[config.mk]
export PLATFORM = sky130hd
export DESIGN_NAME = alu_result_stage_flat
export DESIGN_NICKNAME = d
export VERILOG_FILES = /design/src/rtl/alu_result_stage_if.sv /design/src/rtl/alu_result_stage.sv /design/src/flat_wrapper.sv
export SDC_FILE = /design/constraint.sdc
export NUM_CORES = 1
export LEC_CHECK = 0
export CORE_MARGIN = 3
export CORE_UTILIZATION = 38
export CTS_CLUSTER_SIZE = 14
export DETAILED_ROUTE_END_ITERATION = 7
export GPL_ROUTABILITY_DRIVEN = 0
export HOLD_SLACK_MARGIN = 0.06
export PLACE_DENSITY = 0.67
export SLEW_MARGIN = 20
export SYNTH_ARGS = -nofsm -noshare
export SYNTH_HDL_FRONTEND = slang
export SYNTH_SLANG_ARGS = --single-unit
[constraint.sdc]
create_clock -name clk -period 1.4 [get_ports clk]
set_input_delay 0.21 -clock clk [delete_from_list [all_inputs] [get_ports clk]]
set_output_delay 0.21 -clock clk [all_outputs]
set_load 0.02 [all_outputs]
[src/rtl/alu_result_stage_if.sv]
// Result-stage handshake bundle: upstream ALU result port and downstream flagged-result port.
interface alu_result_stage_if #(
   parameter int WIDTH = 24
);
   logic             in_valid;
   logic             in_ready;
   logic [WIDTH-1:0] result;
   logic             carry_in;
   logic             ovf_in;
   logic [2:0]       selector;

   logic             out_valid;
   logic             out_ready;
   logic [WIDTH-1:0] out_result;
   logic             zero;
   logic             negative;
   logic             carry;
   logic             ovf;
   logic             illegal_op;

   modport master (
      output in_valid, result, carry_in, ovf_in, selector, out_ready,
      input  in_ready, out_valid, out_result, zero, negative, carry, ovf, illegal_op
   );

   modport slave (
      input  in_valid, result, carry_in, ovf_in, selector, out_ready,
      output in_ready, out_valid, out_result, zero, negative, carry, ovf, illegal_op
   );
endinterface

[src/rtl/alu_result_stage.sv]
// Registered ALU output stage: flags derived at accept, two-entry skid buffer toward writeback.
// Optional sticky overflow accumulator enabled by defining ALU_STICKY_OVF_EN.
//
// state    | meaning
// ---------+----------------------------------------------
// ST_EMPTY | no entry held, in_ready = 1
// ST_ONE   | main holds the head entry, in_ready = 1
// ST_TWO   | main is head, skid holds the next, in_ready = 0
module alu_result_stage #(
   parameter int WIDTH = 24
) (
   input  logic              clk,
   input  logic              rst_n,
   alu_result_stage_if.slave io,
   input  logic              clear_ovf,
   output logic              sticky_ovf
);

   localparam logic [1:0] ST_EMPTY = 2'd0;
   localparam logic [1:0] ST_ONE   = 2'd1;
   localparam logic [1:0] ST_TWO   = 2'd2;

   typedef struct packed {
      logic             illegal;
      logic             ovf;
      logic             carry;
      logic             negative;
      logic             zero;
      logic [WIDTH-1:0] res;
   } entry_t;

   logic [1:0] state_q, state_d;
   logic       in_ready_q;
   entry_t     main_q, skid_q, in_entry;
   logic       out_valid, accept, pop, arith_op;
   logic       load_main, load_skid, move_skid;

   // Only add and subtract/less carry meaningful adder flags
   assign arith_op = (io.selector == 3'b010) || (io.selector == 3'b011);

   always_comb begin
      in_entry          = '0;
      in_entry.res      = io.result;
      in_entry.zero     = (io.result == '0);
      in_entry.negative = io.result[WIDTH-1];
      in_entry.carry    = arith_op & io.carry_in;
      in_entry.ovf      = arith_op & io.ovf_in;
      in_entry.illegal  = io.selector[2];
   end

   assign out_valid = (state_q != ST_EMPTY);
   assign accept    = io.in_valid & in_ready_q;
   assign pop       = out_valid & io.out_ready;

   always_comb begin
      state_d   = state_q;
      load_main = 1'b0;
      load_skid = 1'b0;
      move_skid = 1'b0;
      case (state_q)
         ST_EMPTY: begin
            if (accept) begin
               state_d   = ST_ONE;
               load_main = 1'b1;
            end
         end
         ST_ONE: begin
            if (accept && pop) begin
               load_main = 1'b1;
            end else if (accept) begin
               state_d   = ST_TWO;
               load_skid = 1'b1;
            end else if (pop) begin
               state_d   = ST_EMPTY;
            end
         end
         ST_TWO: begin
            if (pop) begin
               state_d   = ST_ONE;
               move_skid = 1'b1;
            end
         end
         default: state_d = ST_EMPTY;
      endcase
   end

   always_ff @(posedge clk or negedge rst_n) begin
      if (!rst_n) begin
         state_q    <= ST_EMPTY;
         in_ready_q <= 1'b1;
         main_q     <= '0;
         skid_q     <= '0;
      end else begin
         state_q    <= state_d;
         // Ready is registered from the next state so it never depends on out_ready combinationally
         in_ready_q <= (state_d != ST_TWO);
         if (load_main) begin
            main_q <= in_entry;
         end else if (move_skid) begin
            main_q <= skid_q;
         end
         if (load_skid) begin
            skid_q <= in_entry;
         end
      end
   end

   assign io.in_ready   = in_ready_q;
   assign io.out_valid  = out_valid;
   assign io.out_result = main_q.res;
   assign io.zero       = main_q.zero;
   assign io.negative   = main_q.negative;
   assign io.carry      = main_q.carry;
   assign io.ovf        = main_q.ovf;
   assign io.illegal_op = main_q.illegal;

`ifdef ALU_STICKY_OVF_EN
   logic sticky_q;

   // A set from an overflowing pop takes priority over a clear in the same cycle
   always_ff @(posedge clk or negedge rst_n) begin
      if (!rst_n) begin
         sticky_q <= 1'b0;
      end else if (pop && main_q.ovf) begin
         sticky_q <= 1'b1;
      end else if (clear_ovf) begin
         sticky_q <= 1'b0;
      end
   end

   assign sticky_ovf = sticky_q;
`else
   logic unused_clear_ovf;

   assign unused_clear_ovf = clear_ovf;
   assign sticky_ovf       = 1'b0;
`endif

endmodule

[src/flat_wrapper.sv]
// flat-port wrapper written by rule: the top's interface ports become plain ports
module alu_result_stage_flat 
#(
   parameter int WIDTH = 24
)
  (clk, rst_n, clear_ovf, sticky_ovf, io_in_valid, io_result, io_carry_in, io_ovf_in, io_selector, io_out_ready, io_in_ready, io_out_valid, io_out_result, io_zero, io_negative, io_carry, io_ovf, io_illegal_op);
  alu_result_stage_if #(.WIDTH(WIDTH)) io_i ();
  input  logic clk;
  input  logic rst_n;
  input  logic clear_ovf;
  output logic sticky_ovf;
  input wire logic [$bits(io_i.in_valid)-1:0] io_in_valid;
  input wire logic [$bits(io_i.result)-1:0] io_result;
  input wire logic [$bits(io_i.carry_in)-1:0] io_carry_in;
  input wire logic [$bits(io_i.ovf_in)-1:0] io_ovf_in;
  input wire logic [$bits(io_i.selector)-1:0] io_selector;
  input wire logic [$bits(io_i.out_ready)-1:0] io_out_ready;
  output wire logic [$bits(io_i.in_ready)-1:0] io_in_ready;
  output wire logic [$bits(io_i.out_valid)-1:0] io_out_valid;
  output wire logic [$bits(io_i.out_result)-1:0] io_out_result;
  output wire logic [$bits(io_i.zero)-1:0] io_zero;
  output wire logic [$bits(io_i.negative)-1:0] io_negative;
  output wire logic [$bits(io_i.carry)-1:0] io_carry;
  output wire logic [$bits(io_i.ovf)-1:0] io_ovf;
  output wire logic [$bits(io_i.illegal_op)-1:0] io_illegal_op;
  assign io_i.in_valid = io_in_valid;
  assign io_i.result = io_result;
  assign io_i.carry_in = io_carry_in;
  assign io_i.ovf_in = io_ovf_in;
  assign io_i.selector = io_selector;
  assign io_i.out_ready = io_out_ready;
  assign io_in_ready = io_i.in_ready;
  assign io_out_valid = io_i.out_valid;
  assign io_out_result = io_i.out_result;
  assign io_zero = io_i.zero;
  assign io_negative = io_i.negative;
  assign io_carry = io_i.carry;
  assign io_ovf = io_i.ovf;
  assign io_illegal_op = io_i.illegal_op;
  alu_result_stage #(.WIDTH(WIDTH)) u_core (.clk(clk), .rst_n(rst_n), .io(io_i), .clear_ovf(clear_ovf), .sticky_ovf(sticky_ovf));
endmodule
==> results.sh, run 1 <==
export IMPL_post_route_worst_setup_slack_ns=-0.153
export IMPL_end_kind="register"
export IMPL_floorplan_initialDensity_pct=39.5
export IMPL_max_cap_viol_count=0
export IMPL_drcViolationCount=0
export IMPL_timing_worst_setup_path_type="reg2reg"
export IMPL_cp_required_ns=1.63
export IMPL_hold_class="in2async"
export IMPL_synth_area_sq_um=2540
export IMPL_mean_routed_wirelength_per_cell_um=15.4
export IMPL_clkSinkCount=59
export IMPL_max_freq_mhz=644
export IMPL_unrepaired_setup_endpoints_after_global_routing="true"
export IMPL_io_buffer_count=62
export IMPL_cells_after_synth=238
export IMPL_place_ws_ns=-0.325
export IMPL_placedCellCount=404
export IMPL_final_max_slew_viol_count=0
export IMPL_htree_num_levels=3
export IMPL_status="finished, violations left"
export IMPL_number_of_global_route_vias_before_repair=2165
export IMPL_final_setup_viol_count=56
export IMPL_cts_clk_pin_slew_worst_paths_ns=0.06
export IMPL_boundaryPins=66
export IMPL_yosys_cell_count_top_type="nand2_1"
export IMPL_drt_pre_antenna_iters=4
export IMPL_synth_largest_area_cell="dfrtp_1"
export IMPL_worst_path_largest_cell_delay_ns=0.55
export IMPL_drive_gt1_share_pct=33.3
export IMPL_area_growth_syn_to_fin_pct=60.6
export IMPL_core_ar_sq_um=6420
export IMPL_synth_enable_flop_cells=0
export IMPL_fin_setup_tns_ns=-5.65
export IMPL_hpwl_dp_um=4090
export IMPL_powerDensity_nw_per_um2=1920
export IMPL_synth_area_top_cells="dfrtp_1 (57%), nand2_1 (12%), a22o_1 (8.6%)"
export IMPL_yosys_top_cells_count="nand2_1 (81), dfrtp_1 (58), a21o_1 (26)"
export IMPL_die_width_um=87.7
export IMPL_critPathMaxFanout=6
export IMPL_die_outline_area_sq_um=7690
export IMPL_synth_seq_cells=59
export IMPL_grt_use_total_pct=18.5
export IMPL_grt_max_degree=60
export IMPL_number_of_inserted_diodes=0
export IMPL_grt_antenna_before_repair=0
export IMPL_detail_route_iter0_violations=98
export IMPL_synth_yosys_seq_area_share_pct=58.2
export IMPL_cp_num_cells=6
export IMPL_wirelength_um=6740
export IMPL_worst_skew_pair_late_latency_ns=0.33
export IMPL_vdd_drop_max_mv=0.936
export IMPL_tritoncts="done"
export IMPL_fin_util_pct=63.4
export IMPL_nFillCells=541
export IMPL_grt_first_pass_wirelength_um=10600
export IMPL_synth_async_sr_flop_share_pct=100
export IMPL_cp_slowest_cell="dfstp_2"
export IMPL_start_kind="register"
export IMPL_fin_nets=389
export IMPL_cts_root_buffer="clkbuf_8"
export IMPL_min_cycle_time_layout_ns=1.55
export IMPL_stdcell_count=437
export IMPL_vias=2240
export IMPL_routed_via_density=5.13
export IMPL_cts_max_path_buffers=2
export IMPL_final_setup_skew_ns=0.00412
export IMPL_delay_heaviest_family_cp="flip-flops"
export IMPL_grt_residual_overflow=0
export IMPL_failed_checks="negative setup slack"
export IMPL_syn_num_nets=272
export IMPL_timing_critical_path_cells="nand2_4 > nor3b_4 > nor2_4 > buf_12 > buf_16 > a21o_1"
export IMPL_die_height_um=87.7
export IMPL_hold_viol=0
export IMPL_detail_route_antenna_nets=0
export IMPL_std_cell_rows=29
export IMPL_ys_flop_type="dfrtp_1"
export IMPL_final_critical_path_share_of_the_clock_period_pct=111
export IMPL_path_buf_inv=2
export IMPL_worst_endpoint_data_arrival_time_ns=1.78
export IMPL_yosysUniqueCellTypes=28
export IMPL_cellLeakagePower_nw=2.15
export IMPL_worstRegToRegCells=6
export IMPL_synth_area_per_cell_sq_um=10.7
export IMPL_hold_ws_ns=0.413
export IMPL_synth_top_cell_area_share_pct=57.2
export IMPL_ys_warnings_count=0
export IMPL_cts_made_buffers=9
cell type report:
type                            instances  area [sq um]  share of cell area (%)
Sequential cell                        59          1480                    36.3
Timing Repair Buffer                  122          1230                    30.3
Multi-Input combinational cell        162          1090                    26.8
Clock buffer                           14           163                    3.99
Tap cell                               77          96.3                    2.36
Clock inverter                          2          10.0                   0.246
Inverter                                1          3.75                  0.0921
per-layer routing:
layer	GRT usage [%]	routed length [um]	vias up
li1	-	-	1059
met1	24.0	3020	1120
met2	29.7	3270	52
met3	6.02	344	9
met4	5.44	103	0
met5	0	0	-
power breakdown:
| group | total [mW] | leakage, nW | internal [mW] | switching (mW) |
|---|---|---|---|---|
| combinational | 3.48 | 1.33 | 1.81 | 1.67 |
| sequential | 2.95 | 0.738 | 2.47 | 0.489 |
| clock | 1.37 | 0.0905 | 0.735 | 0.631 |
| total | 7.80 | 2.15 | 5.01 | 2.79 |
final timing paths:
kind / slack, ns / endpoint / startpoint
max in group asynchronous: 0.68 / u_core.io.in_ready / rst_n
setup / recovery: -0.15 / u_core.io.out_result[21] / u_core.io.in_ready
hold reg to reg: 0.47 / u_core.io.out_result[5] / u_core.io.out_result[5]
min in group clk: 0.47 / u_core.skid_q[27] / io_ovf_in
setup reg to reg: -0.15 / u_core.io.out_result[21] / u_core.io.in_ready
hold / removal: 0.41 / u_core.skid_q[7] / rst_n
placed cells by master (no fill, tap or decap), types with 4 or more instances in the layout:
cell,synthesis,routed
nand2_2,0,29
buf_4,4,36
clkbuf_8,0,11
nor4_1,6,5
buf_8,0,4
clkdlybuf4s50_1,0,30
nand2_1,81,48
buf_12,0,4
buf_6,4,12
a21o_1,26,26
dlygate4sd2_1,0,29
a22o_1,25,25
nand2_4,0,4
dfrtp_1,58,58
tightest hold or removal path, cell delays in order:
cell and delay [ns]:
dlygate4sd3_1 0.52, buf_2 0.12, buf_12 0.29
stage by stage:
step	power [mW]	area (sq um)
after floorplan	4.56	2580
final	7.80	4070
after CTS	7.60	3930
after global routing	8.31	4070
after global placement	5.88	3510
after detailed placement	5.95	3510
kinds of logic after synthesis:
kind of cell | after synthesis | share of synthesized area [%]
AO/OA/AOI/OAI | 54 | 17.4
XOR/XNOR | 1 | 0.345
buffers and inverters | 17 | 4.68
flip-flops | 59 | 58.2
multiplexers | 2 | 0.838
other | 1 | 0.148
AND/OR/NAND/NOR | 104 | 18.3
state kept, by name, summed over array words and instances (netlist names):
register	flops
u_core.io.out_result	24
u_core.io.carry	1
u_core.io.ovf	1
u_core.skid_q	28
u_core.io.in_ready	1
u_core.state_q	2
u_core.io.zero	1
u_core.io.illegal_op	1
timing repair:
item,in CTS,in global routing
hold buffers,1,0
gates cloned,7,1
resized for setup,68,40
pin swaps,22,16
endpoints found under the setup margin,76,59
setup buffers,6,2
hold endpoints to repair,58,0
No activity file was read; power rests on OpenSTA's default activity.
==> inputs of run 2 (changes only) <==
--- a/config.mk
+++ b/config.mk
@@ -11,7 +11,6 @@
 export DETAILED_ROUTE_END_ITERATION = 7
 export GPL_ROUTABILITY_DRIVEN = 0
 export HOLD_SLACK_MARGIN = 0.06
-export PLACE_DENSITY = 0.67
 export SLEW_MARGIN = 20
 export SYNTH_ARGS = -nofsm -noshare
 export SYNTH_HDL_FRONTEND = slang
==> constraint.sdc (replaced) <==
create_clock -name clk -period 1.7 [get_ports clk]
set_input_delay 0.255 -clock clk [delete_from_list [all_inputs] [get_ports clk]]
set_output_delay 0.255 -clock clk [all_outputs]
set_load 0.02 [all_outputs]
==> run 2 against run 1 <==
Compared with the run above:
- the flow now finishes without violations
- sequential share of layout area up 5.6 points
- cell area is 13% lower
- largest power group unchanged
- clock skew grew 0.0064 ns
- via count is 10% lower
- power down 23%
- wire length is 12% lower
==> results.sh, run 2 (same netlist as run 1, synthesis figures left out) <==
export IMPL_die_width_um=87.7
export IMPL_final_critical_path_share_of_the_clock_period_pct=94.2
export IMPL_drt_pre_antenna_iters=4
export IMPL_final_max_slew_viol_count=0
export IMPL_hold_viol=0
export IMPL_grt_first_pass_wirelength_um=10100
export IMPL_grt_use_total_pct=17.0
export IMPL_drive_gt1_share_pct=13.1
export IMPL_tritoncts="done"
export IMPL_wirelength_um=5900
export IMPL_hold_class="in2async"
export IMPL_max_freq_mhz=625
export IMPL_boundaryPins=66
export IMPL_detail_route_iter0_violations=122
export IMPL_cts_root_buffer="clkbuf_8"
export IMPL_placedCellCount=380
export IMPL_biggest_register="u_core.skid_q"
export IMPL_cts_clk_pin_slew_worst_paths_ns=0.07
export IMPL_clkSinkCount=59
export IMPL_internal_power_mw=3.98
export IMPL_mostFrequentLayoutCells="nand2_1 (81), clkdlybuf4s50_1 (59), dfrtp_1 (58)"
export IMPL_vias=2012
export IMPL_end_kind="register"
export IMPL_status="finished clean"
export IMPL_nFillCells=595
export IMPL_detail_route_antenna_nets=0
export IMPL_drcViolationCount=0
export IMPL_grt_residual_overflow=0
export IMPL_vdd_drop_max_mv=0.708
export IMPL_final_setup_skew_ns=0.0105
export IMPL_cellLeakagePower_nw=1.83
export IMPL_cts_max_path_buffers=2
export IMPL_die_outline_area_sq_um=7690
export IMPL_stdcell_count=397
export IMPL_grt_antenna_before_repair=0
export IMPL_htree_num_levels=3
export IMPL_largest_register_ff_count=28
export IMPL_number_of_global_route_vias_before_repair=2077
export IMPL_grt_max_degree=37
export IMPL_design_area_sq_um=3530
export IMPL_start_kind="register"
export IMPL_core_ar_sq_um=6420
export IMPL_cp_required_ns=1.91
export IMPL_worst_skew_pair_late_latency_ns=0.33
export IMPL_power_share_switching_pct=33.9
export IMPL_worstRegToRegCells=5
export IMPL_mean_routed_wirelength_per_cell_um=14.9
export IMPL_seqPwrFrac_pct=39.2
export IMPL_comb_power_share_pct=40.6
export IMPL_critPathMaxFanout=15
export IMPL_final_common_cell="nand2_1"
export IMPL_cts_made_buffers=9
export IMPL_min_cycle_time_layout_ns=1.60
export IMPL_final_setup_viol_count=0
export IMPL_floorplan_initialDensity_pct=39.5
export IMPL_p_clk_share_pct=20.2
export IMPL_power_net_switching_mw=2.04
export IMPL_fin_util_pct=55.0
export IMPL_max_cap_viol_count=0
export IMPL_worst_endpoint_data_arrival_time_ns=1.81
export IMPL_timing_worst_setup_path_type="reg2reg"
export IMPL_std_cell_rows=29
export IMPL_die_height_um=87.7
export IMPL_fin_nets=351
export IMPL_placed_area_sq_um=3330
export IMPL_hpwl_dp_um=4070
export IMPL_routed_via_density=5.07
export IMPL_area_growth_syn_to_fin_pct=39.1
export IMPL_powerDensity_nw_per_um2=1710
export IMPL_fin_setup_tns_ns=0
export IMPL_number_of_inserted_diodes=0
export IMPL_post_layout_total_power_mw=6.02
export IMPL_io_buffer_count=62
[run 2: changes by cell type in the layout (fill, tap and decap cells not counted), moves of 2 or more]
cell             delta
clkdlybuf4s50_1    +29
dlygate4sd2_1      -27
buf_16              -3
nand2_2            -29
buf_4              -18
clkbuf_1            -2
nand2_4             -4
buf_6              -12
nand2_1            +33
buf_8               -4
nor2_1              +2
[run 2: power by group through the flow]
stage          Combinational [mW]  Sequential [mW]  Clock, mW
5_1_grt                      2.67             2.45       1.33
2_1_floorplan               0.992             2.72          0
4_1_cts                      2.46             2.36       1.26
6_report                     2.45             2.36       1.21
3_3_place_gp                 2.44             2.37          0
3_5_place_dp                 2.47             2.38          0
[run 2: final timing paths]
| kind | from | endpoint | slack (ns) |
|---|---|---|---|
| max in group asynchronous | rst_n | u_core.io.out_result[14] | 0.86 |
| worst min register to register | u_core.io.out_result[2] | u_core.io.out_result[2] | 0.47 |
| worst max-delay path | u_core.io.in_ready | u_core.io.out_result[12] | 0.1 |
| worst min-delay path | rst_n | u_core.io.out_result[4] | 0.44 |
| min in group clk | u_core.io.out_result[2] | u_core.io.out_result[2] | 0.47 |
| worst max register to register | u_core.io.in_ready | u_core.io.out_result[12] | 0.1 |
[run 2: metrics by stage]
| step | worst slack, ns | hold WS (ns) |
|---|---|---|
| final | 0.0992 | 0.442 |
| after CTS | 0.0282 | 0.441 |
| after global placement | -0.133 | 0.266 |
| after floorplan | 0.124 | -0.0406 |
| after detailed placement | -0.165 | 0.267 |
| after global routing | -0.0113 | 0.451 |
[run 2: worst max-delay path: stages, from the launching register on]
cell and delay [ns]:
dfstp_2 0.52, nand2_1 0.14, nor3b_4 0.33, nor2_2 0.15
buf_12 0.18, a21o_1 0.17
[run 2: metal layers]
metal	global-route usage (%)	up-vias	part of all wire [%]
li1	-	970	-
met1	21.7	977	45
met2	27.6	61	49
met3	6.11	4	5.6
met4	4.60	0	0.53
met5	0	-	0
[run 2: what timing repair did]
item,4_1_cts,5_1_grt
hold buffers,1,0
setup buffers,0,2
hold endpoints to repair,58,0
endpoints found under the setup margin,2,28
pin swaps,0,1
gates resized for setup,2,0
[run 2: final cells by class]
cell class / instances / area (sq um) / share of cell area, %
Tap cell: 77 / 96.3 / 2.73
Clock buffer: 11 / 141 / 4.01
Multi-Input combinational cell: 162 / 952 / 27.0
Sequential cell: 59 / 1480 / 41.9
Clock inverter: 3 / 40.0 / 1.13
Inverter: 1 / 3.75 / 0.106
Timing Repair Buffer: 84 / 818 / 23.2
